===== config.mk =====
export PLATFORM = sky130hd
export DESIGN_NAME = alu_arbiter
export DESIGN_NICKNAME = d
export VERILOG_FILES = /design/src/rtl/alu_arbiter.sv
export SDC_FILE = /design/constraint.sdc
export NUM_CORES = 1
export LEC_CHECK = 0
export ABC_AREA = 1
export BUFFER_PORTS_ARGS = -buffer_cell sky130_fd_sc_hd__buf_4
export CAP_MARGIN = 10
export CORE_MARGIN = 3
export CORE_UTILIZATION = 42
export DETAILED_ROUTE_END_ITERATION = 10
export PLACE_DENSITY = 0.9
export SLEW_MARGIN = 20
export SYNTH_ARGS = -nofsm -noshare
export SYNTH_HDL_FRONTEND = slang
export SYNTH_SLANG_ARGS = --single-unit

===== constraint.sdc =====
create_clock -name clk -period 1.2 [get_ports clk]
set_input_delay 0.24 -clock clk [delete_from_list [all_inputs] [get_ports clk]]
set_output_delay 0.24 -clock clk [all_outputs]
set_load 0.1 [all_outputs]

===== src/rtl/alu_arbiter.sv =====
// Round-robin share of one ALU between two requesters; operands registered onto the ALU,
// result and flags captured after ALU_LAT cycles and returned with the requester id.
module alu_arbiter #(
   parameter int DW      = 32,
   parameter int FNW     = 6,
   parameter int ALU_LAT = 1
) (
   input  logic           clk,
   input  logic           reset,
   input  logic           req0_valid,
   output logic           req0_ready,
   input  logic [DW-1:0]  req0_a,
   input  logic [DW-1:0]  req0_b,
   input  logic [FNW-1:0] req0_fn,
   input  logic           req1_valid,
   output logic           req1_ready,
   input  logic [DW-1:0]  req1_a,
   input  logic [DW-1:0]  req1_b,
   input  logic [FNW-1:0] req1_fn,
   output logic [DW-1:0]  alu_a,
   output logic [DW-1:0]  alu_b,
   output logic [FNW-1:0] alu_fn,
   input  logic [DW-1:0]  alu_y,
   input  logic           alu_z,
   input  logic           alu_v,
   input  logic           alu_n,
   output logic           rsp_valid,
   input  logic           rsp_ready,
   output logic           rsp_id,
   output logic [DW-1:0]  rsp_y,
   output logic           rsp_z,
   output logic           rsp_v,
   output logic           rsp_n
);

   localparam int            CW     = $clog2(ALU_LAT + 1);
   localparam logic [CW-1:0] LAT_M1 = CW'(ALU_LAT - 1);

   typedef enum logic [1:0] {IDLE, EXEC, RESP} state_t;

   state_t        state, state_n;
   logic          rr_last;
   logic          cur_id;
   logic [CW-1:0] cnt;
   logic          grant0, grant1;
   logic          accept;

   // On a tie the requester that did not go last wins.
   assign grant0     = req0_valid & (~req1_valid | rr_last);
   assign grant1     = req1_valid & (~req0_valid | ~rr_last);
   assign req0_ready = (state == IDLE) & ~reset & grant0;
   assign req1_ready = (state == IDLE) & ~reset & grant1;
   assign accept     = req0_ready | req1_ready;

   always_ff @(posedge clk) begin
      if (reset) state <= IDLE;
      else       state <= state_n;
   end

   always_comb begin
      state_n = state;
      case (state)
         IDLE:    if (accept)         state_n = EXEC;
         EXEC:    if (cnt == '0)      state_n = RESP;
         RESP:    if (rsp_ready)      state_n = IDLE;
         default:                     state_n = IDLE;
      endcase
   end

   always_ff @(posedge clk) begin
      if (reset) begin
         rr_last   <= 1'b1;
         cur_id    <= 1'b0;
         cnt       <= '0;
         alu_a     <= '0;
         alu_b     <= '0;
         alu_fn    <= '0;
         rsp_valid <= 1'b0;
         rsp_id    <= 1'b0;
         rsp_y     <= '0;
         rsp_z     <= 1'b0;
         rsp_v     <= 1'b0;
         rsp_n     <= 1'b0;
      end else begin
         case (state)
            IDLE: begin
               if (accept) begin
                  alu_a  <= req1_ready ? req1_a  : req0_a;
                  alu_b  <= req1_ready ? req1_b  : req0_b;
                  alu_fn <= req1_ready ? req1_fn : req0_fn;
                  cur_id <= req1_ready;
                  cnt    <= LAT_M1;
               end
            end
            EXEC: begin
               if (cnt == '0) begin
                  rsp_valid <= 1'b1;
                  rsp_id    <= cur_id;
                  rsp_y     <= alu_y;
                  rsp_z     <= alu_z;
                  rsp_v     <= alu_v;
                  rsp_n     <= alu_n;
               end else begin
                  cnt <= cnt - CW'(1);
               end
            end
            RESP: begin
               if (rsp_ready) begin
                  rsp_valid <= 1'b0;
                  rr_last   <= rsp_id;
               end
            end
            default: ;
         endcase
      end
   end

endmodule

== Word-level counts from Yosys, hierarchy flattened ==
Index checks and enable logic that the tools add are counted.

* Eq/ne operators: 5
* Reduce and logical (&&, ||, !) cells: 9
* $add $sub $neg: 1
* Multiplexer cells: 13
* Bitwise logic cells: 13

{| class="wikitable"
|+ Operator list
! kind !! number
|-
| $mux 32 || 2
|-
| $reduce_and 2->1 || 4
|-
| $mux 2 || 3
|-
| $mux 6 || 1
|-
| $ne 2x2->1 const B || 3
|-
| $pmux 2 s3 || 1
|-
| $reduce_and 3->1 || 2
|-
| $and 1x1->1 || 5
|-
| $not 1->1 || 5
|-
| $mux 1 || 4
|-
| $pmux 1 s2 || 2
|-
| $reduce_bool 2->1 || 2
|-
| $or 1x1->1 || 3
|-
| $eq 2x1->1 const B || 1
|-
| $eq 2x2->1 const B || 1
|-
| $logic_not 2->1 || 1
|-
| $sub 1x1->1 const B || 1
|}

* Output and inout bits: 109
* Bits of input ports: 180
* Logic and storage cells: 54
* Register bits after elaboration: 112

== Logic depth before layout (Yosys ltp) ==
* Depth in word-level cells: 7
* Depth in mapped cells: 9
* Depth with buffers taken out: 7

== Worst setup path before layout ==
OpenSTA, ideal clock, no wires.

* Kind: reg-to-output
* Start point: reg state[1]
* End point: out req0_ready
* Data required time: 0.960 ns
* Path buffers: 1
* Setup slack: -0.596 ns
* Data arrival time: 1.556 ns
* Cell stages (with the launch flop): 7
* Cell sequence: dfxtp_1 -> nor2_4 -> nand2_4 -> inv_1 -> nand2_2 -> buf_6 -> inv_1

* Longest elaborated chain between the ends: 3

{| class="wikitable"
|+ RTL lines
! element !! line !! RTL
|-
| start: declaration || 41 || <nowiki>state_t state, state_n;</nowiki>
|-
| start signal: assignment || 57 || <nowiki>else state <= state_n;</nowiki>
|-
| $logic_not 2->1 || 51 || <nowiki>assign req0_ready = (state == IDLE) & ~reset & grant0;</nowiki>
|-
| $and 1x1->1 (2 in series) || 51 ||
|-
| end: declaration || 11 || <nowiki>output logic req0_ready,</nowiki>
|}

No other way between the ends.

== Worst setup path in the final report ==
* Start point: reg state[0]
* End point: reg alu_b[28]

* Longest elaborated chain between the ends: 5
* Elaborated cells between the ends (all ways): 7
* Classes of those cells: mux: 1; bitwise: 4; reduce/logical: 2

{| class="wikitable"
|+ RTL lines
! element !! line !! RTL
|-
| $logic_not 2->1 * || 51, 52, 85 ||
|-
| $and 1x1->1 || 51, 52 ||
|-
| $and 1x1->1 (on tied branches) || 51, 52 ||
|-
| $or 1x1->1 || 53 || <nowiki>assign accept = req0_ready | req1_ready;</nowiki>
|-
| $reduce_and 2->1 (no line) || - ||
|-
| end signal: assignment || 89 || <nowiki>alu_b <= req1_ready ? req1_b : req0_b;</nowiki>
|-
| end: declaration || 21 || <nowiki>output logic [DW-1:0] alu_b,</nowiki>
|}

Mark *: on every way between the ends. The rest lies on a longest branch, timed or not.
A chain may end at the register's enable or synchronous reset.

==> impl_results.rst <==
.. list-table::
   :header-rows: 1

   * - Metric
     - Value
   * - Synthesized Nets
     - roughly 1,100
   * - Floorplan die height
     - 122 um
   * - Library cell used as clock root buffer
     - sky130_fd_sc_hd__clkbuf_16
   * - Category of the most critical setup path
     - flop to flop
   * - Tightest slew margin relative to the limit
     - 78.7%
   * - Worst path buffer plus inverter count
     - 2
   * - TritonCTS clock tree
     - yes
   * - Number of flops mapped to enable cells by yosys
     - 0
   * - Core area
     - roughly 13,000 um2
   * - Result of the run
     - complete, but fails checks
   * - Leading area contributor after synthesis
     - sky130_fd_sc_hd__dfxtp_1
   * - Ratio of cells with drive above 1 in the final layout
     - 49.4%
   * - Clock-pin slew reported for the worst setup and hold paths after clock tree synthesis
     - 0.08 ns
   * - Initial Util
     - 43.8%
   * - Worst-case register-to-register setup slack
     - -0.43 ns
   * - Number of diodes added for antenna fixing
     - 0
   * - Slowest cell on the critical path
     - sky130_fd_sc_hd__dfxtp_2
   * - Max incr delay on CP
     - 0.34 ns
   * - Peak VDD IR
     - 0.000777 V
   * - Final setup violating endpoints
     - 74
   * - Congestion Overflow GR
     - 0
   * - Area contributors post-synth
     - sky130_fd_sc_hd__dfxtp_1, sky130_fd_sc_hd__nor2_1, sky130_fd_sc_hd__nand2_1
   * - Area share of the leading cell type in the synthesized netlist
     - 39.2%
   * - Router iterations before antenna repair
     - 5
   * - Clock Sinks
     - 111
   * - Worst Reg2Reg Path Length in Cells
     - 8
   * - Final clock period utilization by the worst path
     - 136%
   * - Endpoint kind of the worst setup timing path
     - flop
   * - Number of register bits inferred by synthesis
     - 111
   * - Synthesized area divided by synthesized cell count
     - 6.51 um2
   * - Portion of the post-synthesis area used by sequential elements
     - 39.2%
   * - Vias/cell
     - around 5.2
   * - Highest clock rate
     - between 0.6 and 0.7 GHz
   * - Bufs on Longest Clock Path
     - 2
   * - CTS buffer count
     - 9
   * - Post-route clock skew
     - 0.0119 ns
   * - Weighted congestion at the end of routability-driven global placement
     - 0.801
   * - Filler Cells Inserted
     - 834
   * - Initial antenna violation count
     - 0
   * - Count of vias placed by the detailed router
     - approximately 7,000
   * - Violated checks
     - negative setup slack
   * - Power per unit of standard cell area
     - 1410 nW/um2
   * - Global-route wire length before repair
     - 29,100 um
   * - Pre-CTS setup slack
     - -0.281 ns
   * - Number of nets with antenna violations after detailed routing
     - 0
   * - Source-to-sink clock delay at the later pin of the worst-skew pair
     - 0.35 ns
   * - Post-route DRC violation count
     - 0
   * - Endpoint, Worst Hold
     - rsp_y[27]
   * - Worst Min Path Start
     - alu_y[27]
   * - Final HPWL DP
     - 12,700 um
   * - Kind of cell adding the most delay to the critical path
     - simple AND/OR/NAND/NOR gates
   * - Maximum number of pins on one net before global-route repair
     - 75
   * - Post-Syn Area
     - 5670 um2
   * - Worst flop-to-flop path endpoint
     - alu_b[28]
   * - Average wire per cell in the routed design
     - 17.4 um
   * - Static power due to leakage
     - 4.93 nW
   * - H-tree levels
     - 3
   * - Sum of negative setup slack
     - -21.67 ns
   * - Cell with the most instances after synthesis
     - sky130_fd_sc_hd__nor2_1
   * - Setup repair after global routing missed its margin
     - true
   * - Number of warnings reported in the yosys synthesis log
     - 0
   * - Count of distinct cell types in the synthesized netlist
     - 24
   * - Async set or reset register ratio after synthesis
     - 0%
   * - Depth of the worst hold-timing path
     - 3
   * - Setup crit start kind
     - flop
   * - Min-delay worst type
     - input pin to flop
   * - Area grow syn2layout
     - 74.7%
   * - Max FO, Critical Path
     - 50
   * - Starting DRC count in detailed routing
     - 536
   * - Smallest setup slack after layout
     - -0.429 ns
   * - Endpoints failing hold
     - 0
   * - Cell chain of the critical path
     - nor2_4, nand2_4, buf_4, buf_12, o21ai_1, nand2_4, nor2_2, nor2_1
   * - Final standard cell utilization of the core
     - 76.6%
   * - Die outline area
     - 14,900 um2
   * - Final net count
     - between 1,000 and 1,500
   * - Top cells by count, synth
     - sky130_fd_sc_hd__nor2_1, sky130_fd_sc_hd__nand2_1, sky130_fd_sc_hd__dfxtp_1, sky130_fd_sc_hd__o21ai_0, sky130_fd_sc_hd__inv_1
   * - Mapped Cells
     - 871
   * - Max Cap Violations
     - 0
   * - Main flop type after synthesis
     - sky130_fd_sc_hd__dfxtp_1
   * - Required time of the critical path
     - 1.44 ns
   * - Number of standard-cell rows in the floorplan
     - 41
   * - Number of port buffers
     - roughly 290
   * - Total Routing Usage GR
     - between 20% and 30%
   * - Number of global-route vias before repair
     - 6,190
   * - Slew Limit Fails
     - 0
   * - Total wire length after detailed routing
     - 23,200 um
   * - CP Data Arrival Time
     - 1.87 ns
   * - Post-layout power
     - 13.9 mW
   * - Source of the worst register-to-register timing path
     - state[0]
   * - I/O pin total
     - just under 300
   * - Min Clock Period, post-route
     - 1.63 ns
   * - Die X
     - 122 um
   * - Worst Max-Slew Pin Slew
     - approximately 0.32 ns
   * - Most used cell along the critical path
     - sky130_fd_sc_hd__nand2_4
[per-layer routing]
metal / GRT usage (%) / up-vias / part of all wire (%)
met1: 25.9 / 3204 / 36
met2: 44.5 / 345 / 51
li1: - / 3258 / -
met3: 6.13 / 80 / 8.1
met5: 0 / - / 0
met4: 11.8 / 0 / 4.7
[where the power goes]
group          internal, mW  total [mW]  switching [mW]
clock                  1.66        3.13            1.47
combinational          2.04        6.38            4.34
sequential             4.15        4.43           0.283
[worst max-delay path by stage]
stage          startpoint         end  cells after the start
3_5_place_dp      rr_last   alu_b[27]                      7
4_1_cts          state[1]  req1_ready                      4
3_3_place_gp      rr_last   alu_b[27]                      7
5_1_grt          state[0]   alu_b[28]                      8
2_1_floorplan       reset  req0_ready                      7
6_report         state[0]   alu_b[28]                      8
[layout make-up]
cell class / count / area [um2] / area share (%)
well taps: 172 / 215 / 2.17
repair buffers: 333 / 3380 / 34.1
clock buffers: 10 / 229 / 2.31
clock inverters: 6 / 75.1 / 0.758
inverters: 79 / 310 / 3.13
multi-input cells: 619 / 3330 / 33.6
flip-flops and latches: 111 / 2360 / 23.9
[cells in the final DEF, fill, tap and decap left out, types with 2 or more instances in the layout]
master,synthesis,routed
sky130_fd_sc_hd__buf_6,14,103
sky130_fd_sc_hd__nand3b_1,71,71
sky130_fd_sc_hd__o21ai_0,103,43
sky130_fd_sc_hd__inv_6,0,3
sky130_fd_sc_hd__nand2_4,1,26
sky130_fd_sc_hd__inv_1,77,73
sky130_fd_sc_hd__o21ai_4,0,7
sky130_fd_sc_hd__nand2_1,147,119
sky130_fd_sc_hd__clkinvlp_4,0,3
sky130_fd_sc_hd__buf_12,0,13
sky130_fd_sc_hd__nor2_2,0,28
sky130_fd_sc_hd__o21ai_2,0,23
sky130_fd_sc_hd__nand3_1,3,2
sky130_fd_sc_hd__a21oi_1,3,2
sky130_fd_sc_hd__clkbuf_16,0,19
sky130_fd_sc_hd__nor2_1,282,240
sky130_fd_sc_hd__o21ai_1,3,33
sky130_fd_sc_hd__inv_2,1,2
sky130_fd_sc_hd__nand2_2,2,5
sky130_fd_sc_hd__nor2_4,1,15
sky130_fd_sc_hd__dfxtp_2,0,109
sky130_fd_sc_hd__buf_16,0,4
sky130_fd_sc_hd__buf_8,0,10
sky130_fd_sc_hd__buf_4,1,193
[stage by stage]
| stage | hold WS [ns] | instance area, um2 | std cells |
|---|---|---|---|
| floorplan | 0.299 | 5830 | 871 |
| global placement | 0.446 | 8130 | 1293 |
| detailed placement | 0.449 | 8130 | 1293 |
| CTS | 0.123 | 8960 | 1313 |
| global route | 0.129 | 9900 | 1330 |
| finish | 0.125 | 9900 | 1330 |
[worst reg2reg max path, cell delays in order (launching register included)]
cell and delay [ns]:
sky130_fd_sc_hd__dfxtp_2 0.34, sky130_fd_sc_hd__nor2_4 0.16, sky130_fd_sc_hd__nand2_4 0.07, sky130_fd_sc_hd__buf_4 0.15, sky130_fd_sc_hd__buf_12 0.18, sky130_fd_sc_hd__o21ai_1 0.33
sky130_fd_sc_hd__nand2_4 0.08, sky130_fd_sc_hd__nor2_2 0.13, sky130_fd_sc_hd__nor2_1 0.08
[logic make-up (layout without fill, tap and decap cells)]
kind of cell,Yosys count,after routing,synth area share (%)
AND/OR/NAND/NOR,509,509,39.2
buffers and inverters,141,428,11.7
flip-flops,111,111,39.2
AO/OA/AOI/OAI,110,110,9.91
[flip-flops by register name, summed over array words and instances, names as in the netlist]
name,flops
cur_id,1
rsp_y,32
alu_b,32
rsp_n,1
rsp_v,1
rr_last,1
rsp_z,1
alu_fn,6
state,2
alu_a,32
rsp_valid,1
rsp_id,1
[timing repair]
item,CTS,global route
hold buffers,0,0
buffers inserted,3,4
cloned,1,13
setup endpoints to repair,212,115
gates resized for setup,134,217
hold endpoints to repair,0,0
pin swaps,2,43
(Power assumes the default switching activity.)
